**config.mk**
```make
export PLATFORM = sky130hd
export DESIGN_NAME = mpt_plb
export DESIGN_NICKNAME = d
export VERILOG_FILES = /design/src/rtl/mpt_plb.sv
export SDC_FILE = /design/constraint.sdc
export NUM_CORES = 2
export LEC_CHECK = 0
export BUFFER_PORTS_ARGS = -buffer_cell sky130_fd_sc_hd__buf_2
export CORE_MARGIN = 3
export CORE_UTILIZATION = 25
export CTS_BUF_LIST = sky130_fd_sc_hd__clkbuf_8
export DETAILED_ROUTE_END_ITERATION = 7
export PLACE_DENSITY = 0.5
export SYNTH_ARGS = -nofsm -noshare
export SYNTH_HDL_FRONTEND = slang
export SYNTH_SLANG_ARGS = --single-unit
```
**constraint.sdc**
```tcl
create_clock -name clk_i -period 15.9 [get_ports clk_i]
set_clock_uncertainty 0.2 [all_clocks]
set_input_delay 1.59 -clock clk_i [delete_from_list [all_inputs] [get_ports clk_i]]
set_output_delay 1.59 -clock clk_i [all_outputs]
set_load 0.05 [all_outputs]
```
**src/rtl/mpt_plb.sv**
```systemverilog
// rtl/mpt_plb.sv - fully-associative permission lookaside buffer for MPT permissions
//
// Caches per-page {X,W,R} permissions tagged by {SDID, spa[XLEN-1:12]}.
// Lookups answer one cycle after acceptance. Walker fills install entries.
// Flushes invalidate entries selectively.
//
// Ports:
//   clk_i, rst_ni           clock, asynchronous active-low reset
//   mode_i                  current MPT mode (0 = BARE)
//   lookup_*                lookup request (valid/ready, sdid, spa, access type)
//   resp_*                  registered lookup response (valid, hit, allow, perms)
//   fill_*                  walker fill (valid, sdid, spa, perms)
//   flush_*                 flush strobe with optional SDID / page qualifiers
//   hit_cnt_o, miss_cnt_o   saturating lookup counters

module mpt_plb #(
  parameter int XLEN        = 64,
  parameter int SDID_LEN    = 6,
  parameter int NUM_ENTRIES = 8,
  parameter int MODE_LEN    = 4,
  parameter int CNT_WIDTH   = 16
) (
  input  logic                 clk_i,
  input  logic                 rst_ni,
  input  logic [MODE_LEN-1:0]  mode_i,
  input  logic                 lookup_valid_i,
  output logic                 lookup_ready_o,
  input  logic [SDID_LEN-1:0]  lookup_sdid_i,
  input  logic [XLEN-1:0]      lookup_spa_i,
  input  logic [1:0]           lookup_access_i,
  output logic                 resp_valid_o,
  output logic                 resp_hit_o,
  output logic                 resp_allow_o,
  output logic [2:0]           resp_perms_o,
  input  logic                 fill_valid_i,
  input  logic [SDID_LEN-1:0]  fill_sdid_i,
  input  logic [XLEN-1:0]      fill_spa_i,
  input  logic [2:0]           fill_perms_i,
  input  logic                 flush_i,
  input  logic                 flush_sdid_en_i,
  input  logic [SDID_LEN-1:0]  flush_sdid_i,
  input  logic                 flush_addr_en_i,
  input  logic [XLEN-1:0]      flush_spa_i,
  output logic [CNT_WIDTH-1:0] hit_cnt_o,
  output logic [CNT_WIDTH-1:0] miss_cnt_o
);

  localparam int PPN_W = XLEN - 12;
  localparam int IDX_W = (NUM_ENTRIES > 1) ? $clog2(NUM_ENTRIES) : 1;

  logic [NUM_ENTRIES-1:0] valid_q;
  logic [SDID_LEN-1:0]    sdid_q  [NUM_ENTRIES];
  logic [PPN_W-1:0]       ppn_q   [NUM_ENTRIES];
  logic [2:0]             perms_q [NUM_ENTRIES];
  logic [IDX_W-1:0]       victim_q;
  logic [MODE_LEN-1:0]    mode_q;

  logic [PPN_W-1:0] lookup_ppn, fill_ppn, flush_ppn;
  assign lookup_ppn = lookup_spa_i[XLEN-1:12];
  assign fill_ppn   = fill_spa_i[XLEN-1:12];
  assign flush_ppn  = flush_spa_i[XLEN-1:12];

  // Page-offset bits never take part in tag matching.
  logic unused_offsets;
  assign unused_offsets = ^{lookup_spa_i[11:0], fill_spa_i[11:0], flush_spa_i[11:0]};

  logic lookup_acc, bare, mode_chg, fill_legal, fill_en, flush_all;
  assign lookup_ready_o = !flush_i;
  assign lookup_acc     = lookup_valid_i && !flush_i;
  assign bare           = (mode_q == '0);
  assign mode_chg       = (mode_i != mode_q);
  assign flush_all      = flush_i && !flush_sdid_en_i && !flush_addr_en_i;

  always_comb begin
    fill_legal = 1'b0;
    case (fill_perms_i)
      3'b001, 3'b011, 3'b100, 3'b101, 3'b111: fill_legal = 1'b1;
      default:                                fill_legal = 1'b0;
    endcase
  end

  // A mode change wipes the table at the same edge, so a coincident fill is dropped.
  assign fill_en = fill_valid_i && fill_legal && !flush_i && !mode_chg;

  // Lookup match: tags are unique, so OR-ing the matching perms selects one entry.
  logic       lk_hit;
  logic [2:0] lk_perms;
  always_comb begin
    lk_hit   = 1'b0;
    lk_perms = 3'b000;
    for (int i = 0; i < NUM_ENTRIES; i++) begin
      if (valid_q[i] && sdid_q[i] == lookup_sdid_i && ppn_q[i] == lookup_ppn) begin
        lk_hit   = 1'b1;
        lk_perms = lk_perms | perms_q[i];
      end
    end
  end

  // Fill placement: existing tag, else lowest free slot, else victim pointer.
  logic             fl_match, fl_free;
  logic [IDX_W-1:0] fl_match_idx, fl_free_idx, fill_idx;
  always_comb begin
    fl_match     = 1'b0;
    fl_free      = 1'b0;
    fl_match_idx = '0;
    fl_free_idx  = '0;
    for (int i = NUM_ENTRIES - 1; i >= 0; i--) begin
      if (valid_q[i] && sdid_q[i] == fill_sdid_i && ppn_q[i] == fill_ppn) begin
        fl_match     = 1'b1;
        fl_match_idx = IDX_W'(i);
      end
      if (!valid_q[i]) begin
        fl_free     = 1'b1;
        fl_free_idx = IDX_W'(i);
      end
    end
    fill_idx = fl_match ? fl_match_idx : (fl_free ? fl_free_idx : victim_q);
  end

  logic [NUM_ENTRIES-1:0] flush_hit;
  always_comb begin
    flush_hit = '0;
    for (int i = 0; i < NUM_ENTRIES; i++) begin
      flush_hit[i] = (!flush_sdid_en_i || sdid_q[i] == flush_sdid_i) &&
                     (!flush_addr_en_i || ppn_q[i] == flush_ppn);
    end
  end

  logic       nxt_hit, nxt_allow;
  logic [2:0] nxt_perms;
  always_comb begin
    nxt_hit   = bare ? 1'b1 : lk_hit;
    nxt_perms = bare ? 3'b111 : (lk_hit ? lk_perms : 3'b000);
    case (lookup_access_i)
      2'd1:    nxt_allow = nxt_perms[0];
      2'd2:    nxt_allow = nxt_perms[1];
      2'd3:    nxt_allow = nxt_perms[2];
      default: nxt_allow = 1'b0;
    endcase
  end

  always_ff @(posedge clk_i or negedge rst_ni) begin
    if (!rst_ni) begin
      valid_q      <= '0;
      victim_q     <= '0;
      mode_q       <= '0;
      resp_valid_o <= 1'b0;
      resp_hit_o   <= 1'b0;
      resp_allow_o <= 1'b0;
      resp_perms_o <= 3'b000;
      hit_cnt_o    <= '0;
      miss_cnt_o   <= '0;
    end else begin
      mode_q       <= mode_i;
      resp_valid_o <= lookup_acc;
      if (lookup_acc) begin
        resp_hit_o   <= nxt_hit;
        resp_allow_o <= nxt_allow;
        resp_perms_o <= nxt_perms;
      end

      // Flush blocks lookups, so clearing and counting never coincide.
      if (flush_all) begin
        hit_cnt_o  <= '0;
        miss_cnt_o <= '0;
      end else if (lookup_acc && !bare) begin
        if (lk_hit && hit_cnt_o != '1)
          hit_cnt_o <= hit_cnt_o + CNT_WIDTH'(1);
        if (!lk_hit && miss_cnt_o != '1)
          miss_cnt_o <= miss_cnt_o + CNT_WIDTH'(1);
      end

      if (mode_chg)
        valid_q <= '0;
      else if (flush_i)
        valid_q <= valid_q & ~flush_hit;
      else if (fill_en)
        valid_q[fill_idx] <= 1'b1;

      if (fill_en && !fl_match && !fl_free)
        victim_q <= victim_q + IDX_W'(1);
    end
  end

  // Tag/permission storage needs no reset: valid_q gates every use.
  always_ff @(posedge clk_i) begin
    if (fill_en) begin
      sdid_q[fill_idx]  <= fill_sdid_i;
      ppn_q[fill_idx]   <= fill_ppn;
      perms_q[fill_idx] <= fill_perms_i;
    end
  end

endmodule

```
### Yosys cells after proc, flatten, opt, wreduce, memory -nomap -nowiden

Memory sizes are Yosys's and may differ from the RTL's.
Cells that the tools add are included.

* add/sub/neg operators: 3
* magnitude comparators: 2
* equality and inequality tests: 59
* muxes and demuxes: 68
* bitwise gates (word level): 10
* reduce and logical (&&, ||, !) cells: 84

Operators with widths (count)
* 52-bit equality test: 24
* 6-bit equality test: 24
* 16-bit 2-to-1 mux: 6
* 3-bit 2-to-1 mux: 28
* 1-bit logical AND: 52
* 16-bit by 1-bit adder with 16-bit output (second input constant): 2
* 16-bit inequality test (second input constant): 2
* 1-bit 2-to-1 mux: 29
* 8-bit 2-to-1 mux: 3
* 3-bit bitwise OR: 7
* 1-bit logical OR: 16
* 3-bit equality test (second input constant): 3
* 8-bit AND: 1
* 1-bit logical NOT: 8
* 8-bit NOT: 1
* 8-bit bitwise OR: 1
* 2-bit nonzero test: 3
* 5-bit OR reduction: 1
* 2-bit equality test (second input constant): 2
* 4-bit logical NOT: 1
* 3-bit by 4-bit less-than comparator with 1-bit output (second input constant): 1
* 4-bit inequality test: 1
* 2-bit AND reduction: 2
* 3-bit by 1-bit adder with 3-bit output (second input constant): 1
* 7 further kinds: 7

* register bits: 53
* memory bits (writable): 488
* input port bits: 226
* output and inout port bits: 39
* logic and storage cells: 238
* memories kept: 3

Memory list
* ppn_q: depth 8, width 52, read ports 8, clocked after Yosys merged registers in 0, write ports 1, line 53 `logic [PPN_W-1:0] ppn_q [NUM_ENTRIES];`
* sdid_q: depth 8, width 6, read ports 8, clocked after Yosys merged registers in 0, write ports 1, line 52 `logic [SDID_LEN-1:0] sdid_q [NUM_ENTRIES];`
* perms_q: depth 8, width 3, read ports 8, clocked after Yosys merged registers in 0, write ports 1, line 54 `logic [2:0] perms_q [NUM_ENTRIES];`

### Logic depth before layout (Yosys ltp)

* word-level depth: 21
* depth in mapped cells: 12
* mapped depth without buffers: 10

### Worst setup path after synthesis

OpenSTA, ideal clock, no wires.

* path kind: input -> register
* start: input fill_spa_i[21]
* end: memory perms_q[5][0] (enable)
* library setup time: 482 ps
* arrival time: 6259 ps
* required time: 15218 ps
* path slack: 8959 ps
* stages: 9
* path buffers: 1
* cells stage by stage: clkbuf_1 -> xnor2_1 -> or4bb_1 -> or3_1 -> nor4_4 -> nor3_1 -> a211oi_2 -> nand3_1 -> nor2_1

* longest elaborated chain between the ends: 11
* elaborated cells on any way between the ends: 33
* classes of those cells: eq/ne (8); mux (17); reduce/logical (8)

Ends and longest elaborated chain
* start: declaration: line 37 `input logic [XLEN-1:0] fill_spa_i,`
* 52-bit equality test: line 108 `if (valid_q[i] && sdid_q[i] == fill_sdid_i && ppn_q[i] == fill_ppn) begin`
* 1-bit logical AND: line 108
* 3-bit 2-to-1 mux or 1-bit 2-to-1 mux (tied branches) (8 in a row): line 108
* 3-bit 2-to-1 mux (*): line 117 `fill_idx = fl_match ? fl_match_idx : (fl_free ? fl_free_idx : victim_q);`
* end: declaration: line 54

Every way passes the cells marked *; elsewhere a longest branch is shown, timed or not.

### Final worst setup path

* start: input fill_spa_i[39]
* end: memory ppn_q[6][34] in the netlist's numbering (enable)

* longest elaborated chain between the ends: 11
* elaborated cells on any way between the ends: 33
* classes of those cells: eq/ne (8); mux (17); reduce/logical (8)

Ends and longest elaborated chain (line)
* 52-bit equality test: 108
* 1-bit logical AND: 108
* 3-bit 2-to-1 mux or 1-bit 2-to-1 mux (tied branches) (8 in a row): 108
* 3-bit 2-to-1 mux (*): 117
* end: declaration: 53

Marked as above.

==> impl_metrics.py <==
metrics = {
    "run_status": {
        "status": "finished, final reports clean",
    },
    "setup_path": {
        "start_kind": "primary input",
        "path_class": "in2reg",
        "path_max_fanout": 59,
        "rr_worst_depth": 9,
        "end_kind": "flop",
        "cp.arrival_ns": 6.64,
        "required_ns": 16.16,
    },
    "synth": {
        "ys_types": 84,
        "synth_cells": 3180,
        "synth_seq_area_share_pct": 45.4,
        "syn_area_per_cell_um2": 11.1,
        "ys.flop_type": "edfxtp_1",
        "syn_nets": 3409,
        "syn_area_um2": 35200,
        "ys_seq_elements": 541,
        "synth_warnings": 0,
        "synth_edf_count": 488,
        "async_reset_ff_share_pct": 9.80,
    },
    "sta": {
        "period_needed_ns": 6.38,
        "finalSetupTns_ns": 0,
        "tightestPinTransition_ns": 1.44,
        "setup_viol": 0,
        "final_max_slew_viol_count": 0,
        "relSlewSlack_pct": 2.87,
        "finalHoldViolations": 0,
        "period_share_pct": 40.1,
        "hold-worst-slack_ns": 0.282,
        "fin_ws_ns": 9.52,
        "fmax_ghz": 0.157,
        "rsz0062_at_grt": "no",
    },
    "clock_network": {
        "cts_setup_buffers": 0,
        "clockBufferDepth": 3,
        "clock-sinks": 541,
        "h-tree-depth": 3,
        "clock_latency_ns": 0.86,
        "root_buffer": "clkbuf_8",
        "clk_pin_slew_ns": 0.06,
        "tritoncts": "built",
        "cts_resized": 0,
        "cts_made_buffers": 104,
        "cts_hold_buf": 0,
    },
    "routing": {
        "antenna_left": 0,
        "drc_errors": 0,
        "wl_per_cell_um": 44.0,
        "routed_wl_mm": 237,
        "dr.pass1.iters": 7,
        "vias_per_cell": 5.82,
        "vias": 31331,
        "drtIter0Drc": 5444,
    },
    "layout": {
        "fillers": 14543,
        "area_growth_syn_to_layout_pct": 15.6,
        "final_common_cell": "xnor2_1",
        "drive_above_1_share_pct": 13.8,
        "final_cell_mix": "xnor2_1 (774), edfxtp_1 (488), xor2_1 (457)",
        "post-route-cell-area_um2": 40700,
        "fin_nets": 3644,
    },
    "die": {
        "ios": 265,
        "die_h_um": 381,
        "rows": 137,
        "die_w_um": 381,
        "core_area_um2": 140000,
        "start_util_pct": 25.2,
        "design.die.area_um2": 145000,
    },
    "global_route": {
        "grtUsageMet3_pct": 13.3,
        "met2_usage_pct": 44.5,
        "grt_use_total_pct": 31.5,
        "grtUsageMet1_pct": 37.5,
        "top_usage_layer": "met2",
        "grt_max_degree": 63,
        "grt_pass1_vias": 29435,
        "grt_pass1_wl_mm": 301,
        "antenna_found_initial": 24,
        "grt_overflow": 0,
    },
    "hold_path": {
        "hold_path.class": "reg2reg",
        "whs_path_depth": 1,
    },
    "pwr": {
        "power.switching_w": 0.00118,
        "peakVddDrop_mv": 0.0639,
        "power.total_w": 0.00367,
        "p_int_w": 0.00249,
        "power_switching_share_pct": 32.2,
        "p_leak_nw": 13.2,
        "pwr-share-clk_pct": 40.3,
        "sequentialPowerShare_pct": 42.7,
        "p_per_area_nw_per_um2": 90.0,
        "power_frac_comb_pct": 17.0,
    },
    "placement": {
        "dpl_cell_area_um2": 38600,
        "post-place-ws_ns": 8.96,
        "io_buffers": 228,
        "gp_congestion": 1.04,
        "place_hpwl_mm": 156,
    },
    "job": {
        "max_cap_violations": 0,
    },
}
==> cell type report <==
class                   count  area, um2  share of cell area [%]
diodes                     12       30.0                  0.0737
clock buffers             106       1460                    3.58
clock inverters            83        631                    1.55
inverters                  78        293                   0.719
multi-input cells        2375      18200                    44.7
flip-flops and latches    541      16000                    39.2
well taps                1876       2350                    5.76
repair buffers            315       1790                    4.40
==> worst max-delay path: stages <==
cell and delay [ns]:
buf_2 0.39, buf_4 0.43, xnor2_1 0.21, nand4_1 0.13, or4_1 0.45, nor4_1 0.74
a211oi_1 0.17, o311ai_1 0.91, o21ai_2 0.31, nor3b_4 0.40, buf_4 0.73
==> layer usage <==
layer	routed length (um)	up-vias
li1	-	11942
met1	86400	15667
met2	95800	2829
met3	32000	885
met4	22700	8
met5	137	-
==> metrics by stage <==
| step | util [%] | std cells |
|---|---|---|
| final | 29.2 | 5386 |
| after global placement | 27.6 | 5185 |
| after floorplan | - | 3180 |
| after global routing | 29.1 | 5377 |
| after CTS | 29.1 | 5374 |
| after detailed placement | 27.6 | 5185 |
==> synthesized netlist by cell type (all sizes together) (7+ instances only) <==
cell	number	area, um2
nor4b	8	70.1
edfxtp	488	14700
o31ai	10	75.1
o22ai	14	87.6
a221o	7	70.1
or4	7	52.6
o2111ai	32	280
buf	106	531
inv	77	289
o211ai	8	60.1
o41ai	8	70.1
a2111oi	15	131
nand2b	171	1080
xnor2	774	6780
nor2	53	201
and2	9	56.3
a22oi	7	52.6
dfrtp	53	1330
and4	8	70.1
clkbuf	80	300
a31oi	12	75.1
nor2b	54	340
nand4	278	1740
or3	18	118
o21a	9	67.6
a21oi	15	75.1
and3	14	87.6
xor2	457	4000
o21ai	29	149
nor4	165	1050
nand3	45	225
nor3	24	141
nand2	44	165
==> worst paths after layout <==
kind | startpoint | to | slack, ns
max reg2reg | ppn_q[6][38] | ppn_q[6][34] | 10.55
min reg2reg | victim_q[2] | victim_q[2] | 0.28
max | fill_spa_i[39] | ppn_q[6][34] | 9.52
min in group asynchronous | rst_ni | hit_cnt_o[13] | 0.74
max in group asynchronous | rst_ni | valid_q[2] | 14.19
min | victim_q[2] | victim_q[2] | 0.28
==> power groups by stage <==
stage | sequential, W | clock, W | combinational, W
finish | 0.00157 | 0.00148 | 0.000622
global route | 0.00157 | 0.00155 | 0.000609
CTS | 0.00157 | 0.00149 | 0.000584
detailed placement | 0.00160 | 0 | 0.000583
global placement | 0.00160 | 0 | 0.000586
floorplan | 0.00161 | 0 | 0.000246
==> registers in the layout, summed over array words and instances (netlist names) <==
register	count
valid_q	8
resp_perms_o	3
resp_allow_o	1
miss_cnt_o	16
hit_cnt_o	16
resp_valid_o	1
ppn_q	416
perms_q	24
sdid_q	48
mode_q	4
victim_q	3
resp_hit_o	1
==> kinds of logic (layout without fill, tap and decap cells) <==
kind of cell	Yosys count	in the layout	share of synthesized area (%)
other cells	0	12	0
xor+xnor	1231	1231	30.6
compound gates	212	212	4.59
buf+inv	264	582	3.19
simple gates	923	923	16.0
flops	541	541	45.4
fa+ha+maj	3	3	0.107
mux	6	6	0.178
Note: power is estimated with default switching activity, not from simulation.
